==> src/rtl/rv_pipe_pkg.sv <==
// Shared types and constants for the RISC-V fetch front end.
package rv_pipe_pkg;

  localparam int          XLEN      = 32;
  localparam int          PC_STEP   = 4;
  localparam logic [31:0] INSTR_NOP = 32'h0000_0013;

  // One buffered fetch result: the PC it was fetched from and the word returned.
  typedef struct packed {
    logic [XLEN-1:0] pc;
    logic [XLEN-1:0] instr;
  } fetch_entry_t;

  // FETCH issues requests; DRAIN swallows responses that a redirect made stale.
  typedef enum logic {
    FETCH = 1'b0,
    DRAIN = 1'b1
  } ifpb_state_t;

  // Instruction addresses are word aligned; the low two bits are dropped.
  function automatic logic [XLEN-1:0] align_pc(input logic [XLEN-1:0] pc);
    return {pc[XLEN-1:2], 2'b00};
  endfunction

  // Saturating event counter step.
  function automatic logic [31:0] sat_inc(input logic [31:0] value, input logic en);
    return (en && (value != 32'hFFFF_FFFF)) ? value + 32'd1 : value;
  endfunction

endpackage

==> src/rtl/ifpb_fifo.sv <==
// Synchronous in-order FIFO of fetch entries with a synchronous flush.
// Occupancy is held in its own counter so full and empty never alias.
module ifpb_fifo
  import rv_pipe_pkg::*;
#(
  parameter  int DEPTH = 4,
  localparam int AW    = $clog2(DEPTH),
  localparam int CW    = AW + 1
) (
  input  logic         clk,
  input  logic         rst,
  input  logic         push,
  input  fetch_entry_t din,
  input  logic         pop,
  input  logic         flush,
  output fetch_entry_t dout,
  output logic [CW-1:0] count,
  output logic         empty,
  output logic         full
);

  fetch_entry_t  mem [DEPTH];
  logic [AW-1:0] wr_ptr;
  logic [AW-1:0] rd_ptr;
  logic          do_push;
  logic          do_pop;

  assign empty   = (count == '0);
  assign full    = (count == CW'(DEPTH));
  assign do_push = push & ~full;
  assign do_pop  = pop & ~empty;
  assign dout    = mem[rd_ptr];

  // Pointers and occupancy; flush empties the queue without touching storage.
  always_ff @(posedge clk or posedge rst) begin
    if (rst) begin
      wr_ptr <= '0;
      rd_ptr <= '0;
      count  <= '0;
    end else if (flush) begin
      wr_ptr <= '0;
      rd_ptr <= '0;
      count  <= '0;
    end else begin
      if (do_push) wr_ptr <= wr_ptr + AW'(1);
      if (do_pop)  rd_ptr <= rd_ptr + AW'(1);
      count <= count + CW'(do_push) - CW'(do_pop);
    end
  end

  // Entry storage write port.
  // NOTE: storage has no reset; entries are only ever read behind a valid count.
  always_ff @(posedge clk) begin
    if (do_push) mem[wr_ptr] <= din;
  end

endmodule

==> src/rtl/if_prefetch_buffer.sv <==
// Instruction prefetch queue in front of the IF stage. Issues sequential
// word fetches under a credit limit, buffers {pc, instr} in order, and on a
// taken branch flushes the queue and drains responses already in flight.
// Optional build macro IFPB_PERF_CNT_EN adds saturating fetch/flush/discard
// event counters as extra output ports.
module if_prefetch_buffer
  import rv_pipe_pkg::*;
#(
  parameter int          DEPTH    = 4,             // power of 2, at least 2
  parameter logic [31:0] RESET_PC = 32'h0000_0000
) (
  input  logic        clk,
  input  logic        rst,
  input  logic        redirect,
  input  logic [31:0] redirect_pc,
  output logic        imem_req,
  output logic [31:0] imem_addr,
  input  logic        imem_gnt,
  input  logic        imem_rvalid,
  input  logic [31:0] imem_rdata,
  output logic        out_valid,
  output logic [31:0] out_pc,
  output logic [31:0] out_instr,
`ifdef IFPB_PERF_CNT_EN
  input  logic        out_ready,
  output logic [31:0] perf_fetch_cnt,
  output logic [31:0] perf_flush_cnt,
  output logic [31:0] perf_discard_cnt
`else
  input  logic        out_ready
`endif
);

  localparam int          AW      = $clog2(DEPTH);
  localparam int          CW      = AW + 1;
  localparam logic [CW:0] DEPTH_W = (CW + 1)'(DEPTH);

  ifpb_state_t     state,    state_n;
  logic [XLEN-1:0] fetch_pc, fetch_pc_n;
  logic [CW-1:0]   inflight, inflight_n;
  logic [CW-1:0]   discard,  discard_n;
  logic            req_q,    req_n;

  logic [CW-1:0]   fifo_count;
  logic [CW-1:0]   fifo_count_n;
  logic            fifo_empty;
  logic            fifo_full;
  fetch_entry_t    head;
  fetch_entry_t    push_entry;

  logic            gnt_acc;
  logic            rsp_ok;
  logic            push;
  logic            pop;
  logic [CW:0]     owed;

  // Handshake qualification; a redirect cancels any push or pop in its cycle.
  always_comb begin
    gnt_acc = imem_req & imem_gnt;
    rsp_ok  = imem_rvalid & (state == FETCH) & (inflight != '0);
    push    = rsp_ok & ~redirect;
    pop     = out_valid & out_ready & ~redirect;
    // Fetches since the last redirect are sequential, so the oldest
    // outstanding PC sits inflight words behind the next fetch address.
    push_entry.pc    = fetch_pc - XLEN'({inflight, 2'b00});
    push_entry.instr = imem_rdata;
  end

  ifpb_fifo #(
    .DEPTH (DEPTH)
  ) u_data_fifo (
    .clk   (clk),
    .rst   (rst),
    .push  (push),
    .din   (push_entry),
    .pop   (pop),
    .flush (redirect),
    .dout  (head),
    .count (fifo_count),
    .empty (fifo_empty),
    .full  (fifo_full)
  );

  // Next-state logic for the fetch FSM, credits and discard counter.
  always_comb begin
    // NOTE: every value assigned here gets a default first, so no branch infers a latch.
    state_n      = state;
    fetch_pc_n   = fetch_pc;
    inflight_n   = inflight;
    discard_n    = discard;
    fifo_count_n = fifo_count + CW'(push) - CW'(pop);
    owed         = {1'b0, inflight} + (CW + 1)'(gnt_acc);

    if (redirect) begin
      fetch_pc_n   = align_pc(redirect_pc);
      inflight_n   = '0;
      fifo_count_n = '0;
      if (state == FETCH) begin
        // Everything granted but not yet returned becomes stale.
        discard_n = (owed > (CW + 1)'(imem_rvalid)) ? CW'(owed - (CW + 1)'(imem_rvalid)) : '0;
      end else if (imem_rvalid && (discard != '0)) begin
        discard_n = discard - CW'(1);
      end
      state_n = (discard_n != '0) ? DRAIN : FETCH;
    end else if (state == FETCH) begin
      if (gnt_acc) fetch_pc_n = fetch_pc + XLEN'(PC_STEP);
      inflight_n = inflight + CW'(gnt_acc) - CW'(rsp_ok);
    end else begin
      if (imem_rvalid && (discard != '0)) discard_n = discard - CW'(1);
      if (discard_n == '0) state_n = FETCH;
    end

    // Request only while every outstanding fetch is guaranteed a FIFO slot.
    req_n = (state_n == FETCH) && (({1'b0, fifo_count_n} + {1'b0, inflight_n}) < DEPTH_W);
  end

  // FSM and fetch-side state registers; the request is registered.
  always_ff @(posedge clk or posedge rst) begin
    if (rst) begin
      state    <= FETCH;
      fetch_pc <= RESET_PC;
      inflight <= '0;
      discard  <= '0;
      req_q    <= 1'b0;
    end else begin
      state    <= state_n;
      fetch_pc <= fetch_pc_n;
      inflight <= inflight_n;
      discard  <= discard_n;
      req_q    <= req_n;
    end
  end

  assign imem_req  = req_q;
  assign imem_addr = fetch_pc;
  assign out_valid = ~fifo_empty;
  assign out_pc    = out_valid ? head.pc    : '0;
  assign out_instr = out_valid ? head.instr : '0;

`ifdef IFPB_PERF_CNT_EN
  logic drop;
  assign drop = (imem_rvalid & (state == DRAIN) & (discard != '0)) | (redirect & rsp_ok);

  // Saturating event counters.
  always_ff @(posedge clk or posedge rst) begin
    if (rst) begin
      perf_fetch_cnt   <= '0;
      perf_flush_cnt   <= '0;
      perf_discard_cnt <= '0;
    end else begin
      perf_fetch_cnt   <= sat_inc(perf_fetch_cnt, gnt_acc);
      perf_flush_cnt   <= sat_inc(perf_flush_cnt, redirect);
      perf_discard_cnt <= sat_inc(perf_discard_cnt, drop);
    end
  end
`endif

`ifndef SYNTHESIS
  // A response with nothing outstanding is a bus protocol error; it is ignored.
  a_rvalid_owed : assert property (@(posedge clk) disable iff (rst)
    !(imem_rvalid && (state == FETCH) && (inflight == '0)));

  // The credit limit makes a push into a full queue impossible.
  a_no_overflow : assert property (@(posedge clk) disable iff (rst)
    !(push && fifo_full && !pop));
`endif

endmodule

==> config.mk <==
export PLATFORM = sky130hd
export DESIGN_NAME = if_prefetch_buffer
export DESIGN_NICKNAME = d
export VERILOG_FILES = /design/src/rtl/rv_pipe_pkg.sv /design/src/rtl/ifpb_fifo.sv /design/src/rtl/if_prefetch_buffer.sv
export SDC_FILE = /design/constraint.sdc
export NUM_CORES = 1
export LEC_CHECK = 0
export ABC_AREA = 1
export CORE_MARGIN = 1.5
export CORE_UTILIZATION = 56
export CTS_CLUSTER_DIAMETER = 80
export CTS_CLUSTER_SIZE = 40
export DETAILED_ROUTE_END_ITERATION = 16
export GPL_TIMING_DRIVEN = 0
export PLACE_DENSITY = 0.8
export SLEW_MARGIN = 40
export SYNTH_ARGS = -nofsm -noshare
export SYNTH_HDL_FRONTEND = slang
export SYNTH_SLANG_ARGS = --single-unit
==> constraint.sdc <==
create_clock -name clk -period 4.9 [get_ports clk]
set_input_delay 1.47 -clock clk [delete_from_list [all_inputs] [get_ports clk]]
set_output_delay 1.47 -clock clk [all_outputs]
set_load 0.02 [all_outputs]
After elaboration in Yosys (flattened, before gate mapping) --
Memory sizes are Yosys's and may differ from the RTL's. Cells that the tools add are included.
Cells by class: add/subtract/negate cells 14, $lt $le $gt $ge 2, equal/unequal tests 2, muxes and demuxes 27, bitwise logic cells 13, reductions and logical operators 12
Operators with widths (count):
- two-way mux 32 bit | 5
- two-way mux 3 bit | 12
- adder 32 x 3 -> 32 bit, second input constant | 1
- subtractor 32 x 5 -> 32 bit | 1
- subtractor 3 x 1 -> 3 bit | 4
- adder 3 x 1 -> 3 bit | 3
- nonzero test 3 bit | 3
- bitwise AND 1 bit | 8
- two-way mux 2 bit | 4
- nonzero test 2 bit | 4
- logical NOT 3 bit | 2
- two-way mux 1 bit | 6
- NOT 1 bit | 5
- adder 2 x 1 -> 2 bit, second input constant | 2
- adder 3 x 1 -> 4 bit | 1
- adder 3 x 3 -> 4 bit | 1
- > comparator 4 x 1 -> 1 bit | 1
- < comparator 4 x 3 -> 1 bit, second input constant | 1
- == test 3 bit, second input constant | 1
- subtractor 3 x 1 -> 3 bit, second input constant | 1
- logical AND 1 bit | 2
- inequality test 2 bit, second input constant | 1
- AND reduction 2 bit | 1
Storage, ports and cells: bits in registers 47, RAM bits 256, bits of input ports 70, output and inout port bits 98, word-level logic and storage cells 79, memories 1
Memory list:
- u_data_fifo.mem | words 4, width 64, read ports 1, clocked after memory_dff 0, wr ports 1, line ifpb_fifo.sv:22 | fetch_entry_t mem [DEPTH];

Depth between registers and ports, before layout --
word-level depth 11, depth in mapped cells 16, mapped depth without buffers 16

Hierarchy --
From an unflattened synthesis, not the netlist that was laid out.
Second synthesis, totals: cells, all modules 1424, area total of the unflattened synthesis 14283.7 µm²
Modules (own cells, without submodules):
- ifpb_fifo | times used 1, cells each 682, area an instance 9955.8 µm², seq. area each 7862.5 µm²
- if_prefetch_buffer | times used 1, cells each 742, area an instance 4327.9 µm², seq. area each 950.9 µm²

Least setup slack after synthesis --
Ideal clock, no wire load.
kind input to register, from input redirect, to memory u_data_fifo.mem[0][0] (netlist name) (enable), setup time 482 ps, arrival 4522 ps, required time 4418 ps, slack -104 ps, cell stages on the path 4, path buffers 1, cell sequence buf_2 nor2_1 nand2_1 nor2_1
Between the ends: cells in the longest elaborated chain, start to end 5
RTL lines:
- start: declaration | line if_prefetch_buffer.sv:14 | input logic redirect,
- NOT 1 bit | line if_prefetch_buffer.sv:61 | push = rsp_ok & ~redirect;
- bitwise AND 1 bit | line if_prefetch_buffer.sv:61
- bitwise AND 1 bit | line ifpb_fifo.sv:30 | assign do_push = push & ~full;
- two-way mux 1 bit | line ifpb_fifo.sv:54 | if (do_push) mem[wr_ptr] <= din;
- two-way mux 1 bit (not written as such) | line ifpb_fifo.sv:54
- end: declaration | line ifpb_fifo.sv:22
No other way between the ends.

Worst setup path after layout --
from register u_data_fifo.rd_ptr[0], to output out_pc[13]
Between the ends: cells in the longest elaborated chain, start to end 2
RTL lines:
- start: declaration | line ifpb_fifo.sv:24 | logic [AW-1:0] rd_ptr;
- start signal: assignment | line ifpb_fifo.sv:46 | if (do_pop) rd_ptr <= rd_ptr + AW'(1);
- memory (4 x 64 bit)
- two-way mux 32 bit | line if_prefetch_buffer.sv:137 | assign out_pc = out_valid ? head.pc : '0;
- end: declaration | line if_prefetch_buffer.sv:22 | output logic [31:0] out_pc,
No other way between the ends.

==> impl_metrics.yaml <==
global_route:
  grt-ovfl-total: 0
  grt_pass1_wl_um: 52900
  antenna_found_initial: 0
  grt_pass1_vias: 10241
  track_usage_pct: 26.4
  grt_max_degree: 41
critical_path:
  worst_path_max_delay_cell: "clkdlybuf4s50_1"
  crit_path_start_kind: "flop"
  crit_path_end_kind: "primary output"
  cp_top_family: "buffers and inverters"
  rr_startpoint: "u_data_fifo.count[1]$_DFF_PP0_"
  r2r_cells: 16
  required_ns: 3.43
  crit_path_frequent_cell: "buf_2"
  path_cells: "buf_2, inv_2, buf_2, clkbuf_1, o21ai_0, a21oi_1, clkdlybuf4s50_1"
  arrival_ns: 3.09
  path_buf_inv: 5
  rr_endpoint: "imem_req$_DFF_PP0_"
  critPathMaxFanout: 10
  ff2ff_setup_slack_ns: 1.44
  path_class: "flop to primary output"
  slowest_delay_ns: 0.67
drt:
  viasPerCell: 5.53
  avgRoutedWirePerCell_um: 17.5
  drtIter0Drc: 1010
  vias: 10745
  ant_nets: 0
  routed_wirelength_um: 33900
  drtPass1Iterations: 7
  drc_errors: 0
finish:
  finish.utilization_pct: 69.0
  final_cell_area_um2: 16700
  antenna_cells: 0
  areaGrowthSynthToFinish_pct: 21.3
  fin_nets: 1708
  drive_above_1_share_pct: 6.61
  fillCellCount: 1769
sta:
  slew_headroom_pct: 52.4
  setup_violations: 0
  skew_ns: 0.0360
  timing.final.crit_share_pct: 93.1
  worst_slew_pin_slew_ns: 0.714
  holdWs_ns: 0.534
  min_period_ns: 4.56
  drv_slew: 0
  final_hold_viol_count: 0
  fmax_mhz: 219
  setup_slack_ns: 0.338
  rsz0062_at_grt: "no"
placed_design:
  io_buffers: 160
  detailed_place_hpwl_um: 23900
  gp_congestion: 0.897
  postPlaceCellArea_um2: 16200
  place_ws_ns: 0.674
die:
  fp-row-count: 57
  core_um2: 24200
  pin_count: 168
  start_util_pct: 56.9
  dieArea_um2: 25600
  dieHeight_um: 160
  die_x_um: 160
cts:
  cts.sinks: 293
  post_cts_resized: 0
  numCtsBuffers: 14
  holdBufCountCts: 0
  clock_latency_ns: 0.53
  htreeDepth: 1
  cts_tree: "done"
  clockRootBuffer: "clkbuf_16"
  clkSlewWorstSetupHoldPaths_ns: 0.11
  clockBufferDepth: 3
  cts_setup_buffers: 0
worst_hold_path:
  hold_depth: 2
  min_path_type: "flop to flop"
  min_to: "discard[2]$_DFFE_PP0P_"
  hp-start: "discard[2]$_DFFE_PP0P_"
synthesis:
  ys_types: 39
  ys_seq_elements: 293
  netlist_instances: 1416
  syn_area_um2: 13800
  ys_seq_area_share_pct: 62.1
  ys_warn_count: 0
  avgSynthCellArea_um2: 9.74
job:
  drv_cap: 0
pwr:
  power.density_nw_per_um2: 492
  p_total_uw: 8240
  peakVddDrop_mv: 0.310
  p_leak_uw: 0.00626
run_status:
  status: "finished clean"
## worst min-delay path: cells and delay by family, from the launching register on
family,cells,cell delay (ns)
and+or+nand+nor,1,0.06
DFF,1,0.37
AOI/OAI and AO/OA,1,0.07
## registers in the layout, indices dropped and copies added (netlist names)
signal and count:
u_data_fifo.count 3, u_data_fifo.wr_ptr 2, u_data_fifo.rd_ptr 2, discard 3, state 1, u_data_fifo.mem 248, imem_addr 30, imem_req 1
inflight 3
## cell type report
type | count | area (µm²) | share of cell area, %
buffer | 70 | 303 | 1.81
clock buffer | 16 | 379 | 2.26
clock inverter | 7 | 159 | 0.949
inverter | 102 | 385 | 2.30
multi-input combinational | 954 | 4580 | 27.4
sequential | 293 | 8570 | 51.2
tap | 324 | 405 | 2.42
timing repair buffer | 176 | 1950 | 11.7
## worst max-delay path by stage
stage	slack, ns	end	cells after the start	startpoint
2_1_floorplan	-0.10	u_data_fifo.mem[0][0]$_DFFE_PP_	4	redirect
3_3_place_gp	-2.67	u_data_fifo.mem[3][4]$_DFFE_PP_	7	imem_rvalid
3_5_place_dp	0.67	imem_req$_DFF_PP0_	15	imem_rvalid
4_1_cts	0.33	out_pc[13]	7	u_data_fifo.rd_ptr[0]$_DFFE_PP0P_
5_1_grt	0.24	out_pc[13]	7	u_data_fifo.rd_ptr[0]$_DFFE_PP0P_
6_report	0.34	out_pc[13]	7	u_data_fifo.rd_ptr[0]$_DFFE_PP0P_
## metal layers
layer	share of wire (%)	up-vias	GRT usage, %	routed length (µm)
li1	-	5140	-	-
met2	48	502	44.2	16100
met1	41	5026	35.4	14000
met5	0	-	0	0
met3	8.0	77	3.48	2710
met4	3.2	0	10.1	1080
## stage by stage
stage               TNS [ns]  instances
CTS                        0       1942
finish                     0       1942
global placement     -650.01       1903
detailed placement         0       1919
floorplan             -25.82       1419
global route               0       1942
## cells by family after synthesis
| logic type | count (synthesis) | share of synthesized area (%) |
|---|---|---|
| XOR/XNOR | 25 | 1.59 |
| adder cells (fa/ha/maj) | 27 | 2.67 |
| AND/OR/NAND/NOR | 644 | 19.1 |
| flip-flops | 293 | 62.1 |
| AO/OA/AOI/OAI | 254 | 9.49 |
| buffers and inverters | 172 | 4.97 |
| other | 1 | 0.0272 |
## Yosys cell counts
cell type / count / share of area (%)
or2_2: 1 / 0.045
nor2_8: 1 / 0.15
o211ai_1: 3 / 0.16
xnor2_1: 2 / 0.13
nand2_4: 2 / 0.16
nor3_1: 16 / 0.58
inv_2: 16 / 0.44
clkbuf_1: 40 / 1.1
nor3_2: 4 / 0.29
buf_2: 20 / 0.73
conb_1: 1 / 0.027
nand2_1: 188 / 5.1
a21oi_1: 78 / 2.8
nand3_1: 50 / 1.8
nor2_2: 9 / 0.41
edfxtp_1: 248 / 54
dfrtp_1: 45 / 8.2
a211oi_1: 1 / 0.054
xor2_1: 23 / 1.5
o22ai_1: 5 / 0.23
a32oi_1: 1 / 0.063
o32ai_1: 1 / 0.063
buf_4: 4 / 0.22
nor2_4: 3 / 0.24
fa_1: 4 / 0.58
a31oi_1: 3 / 0.14
a31o_2: 1 / 0.063
and3_1: 1 / 0.045
ha_1: 23 / 2.1
nand4_1: 8 / 0.36
a22oi_1: 1 / 0.054
o21ai_0: 143 / 5.2
o31ai_1: 2 / 0.11
nor4_1: 2 / 0.091
buf_1: 6 / 0.16
inv_1: 86 / 2.3
nor2_1: 356 / 9.7
nand2_2: 3 / 0.14
o21ai_1: 15 / 0.54
## cells in the final DEF (no fill, tap or decap), drive strengths merged, types with 2 or more instances in the layout
| master | count |
|---|---|
| a21oi | 78 |
| a31oi | 3 |
| buf | 46 |
| clkbuf | 56 |
| clkdlybuf4s50 | 160 |
| clkinv | 4 |
| conb | 4 |
| dfrtp | 45 |
| edfxtp | 248 |
| fa | 4 |
| ha | 23 |
| inv | 104 |
| nand2 | 193 |
| nand3 | 50 |
| nand4 | 8 |
| nor2 | 369 |
| nor3 | 20 |
| nor4 | 2 |
| o211ai | 3 |
| o21ai | 158 |
| o22ai | 5 |
| o31ai | 2 |
| xnor2 | 2 |
| xor2 | 23 |
## power breakdown
part           internal, µW  switching [µW]  leakage [µW]  total (µW)
registers              2980             169       0.00278        3150
logic                  1300            2280       0.00323        3590
clock network           629             873      0.000248        1500
total                  4910            3330       0.00626        8240
(Power assumes the default switching activity.)
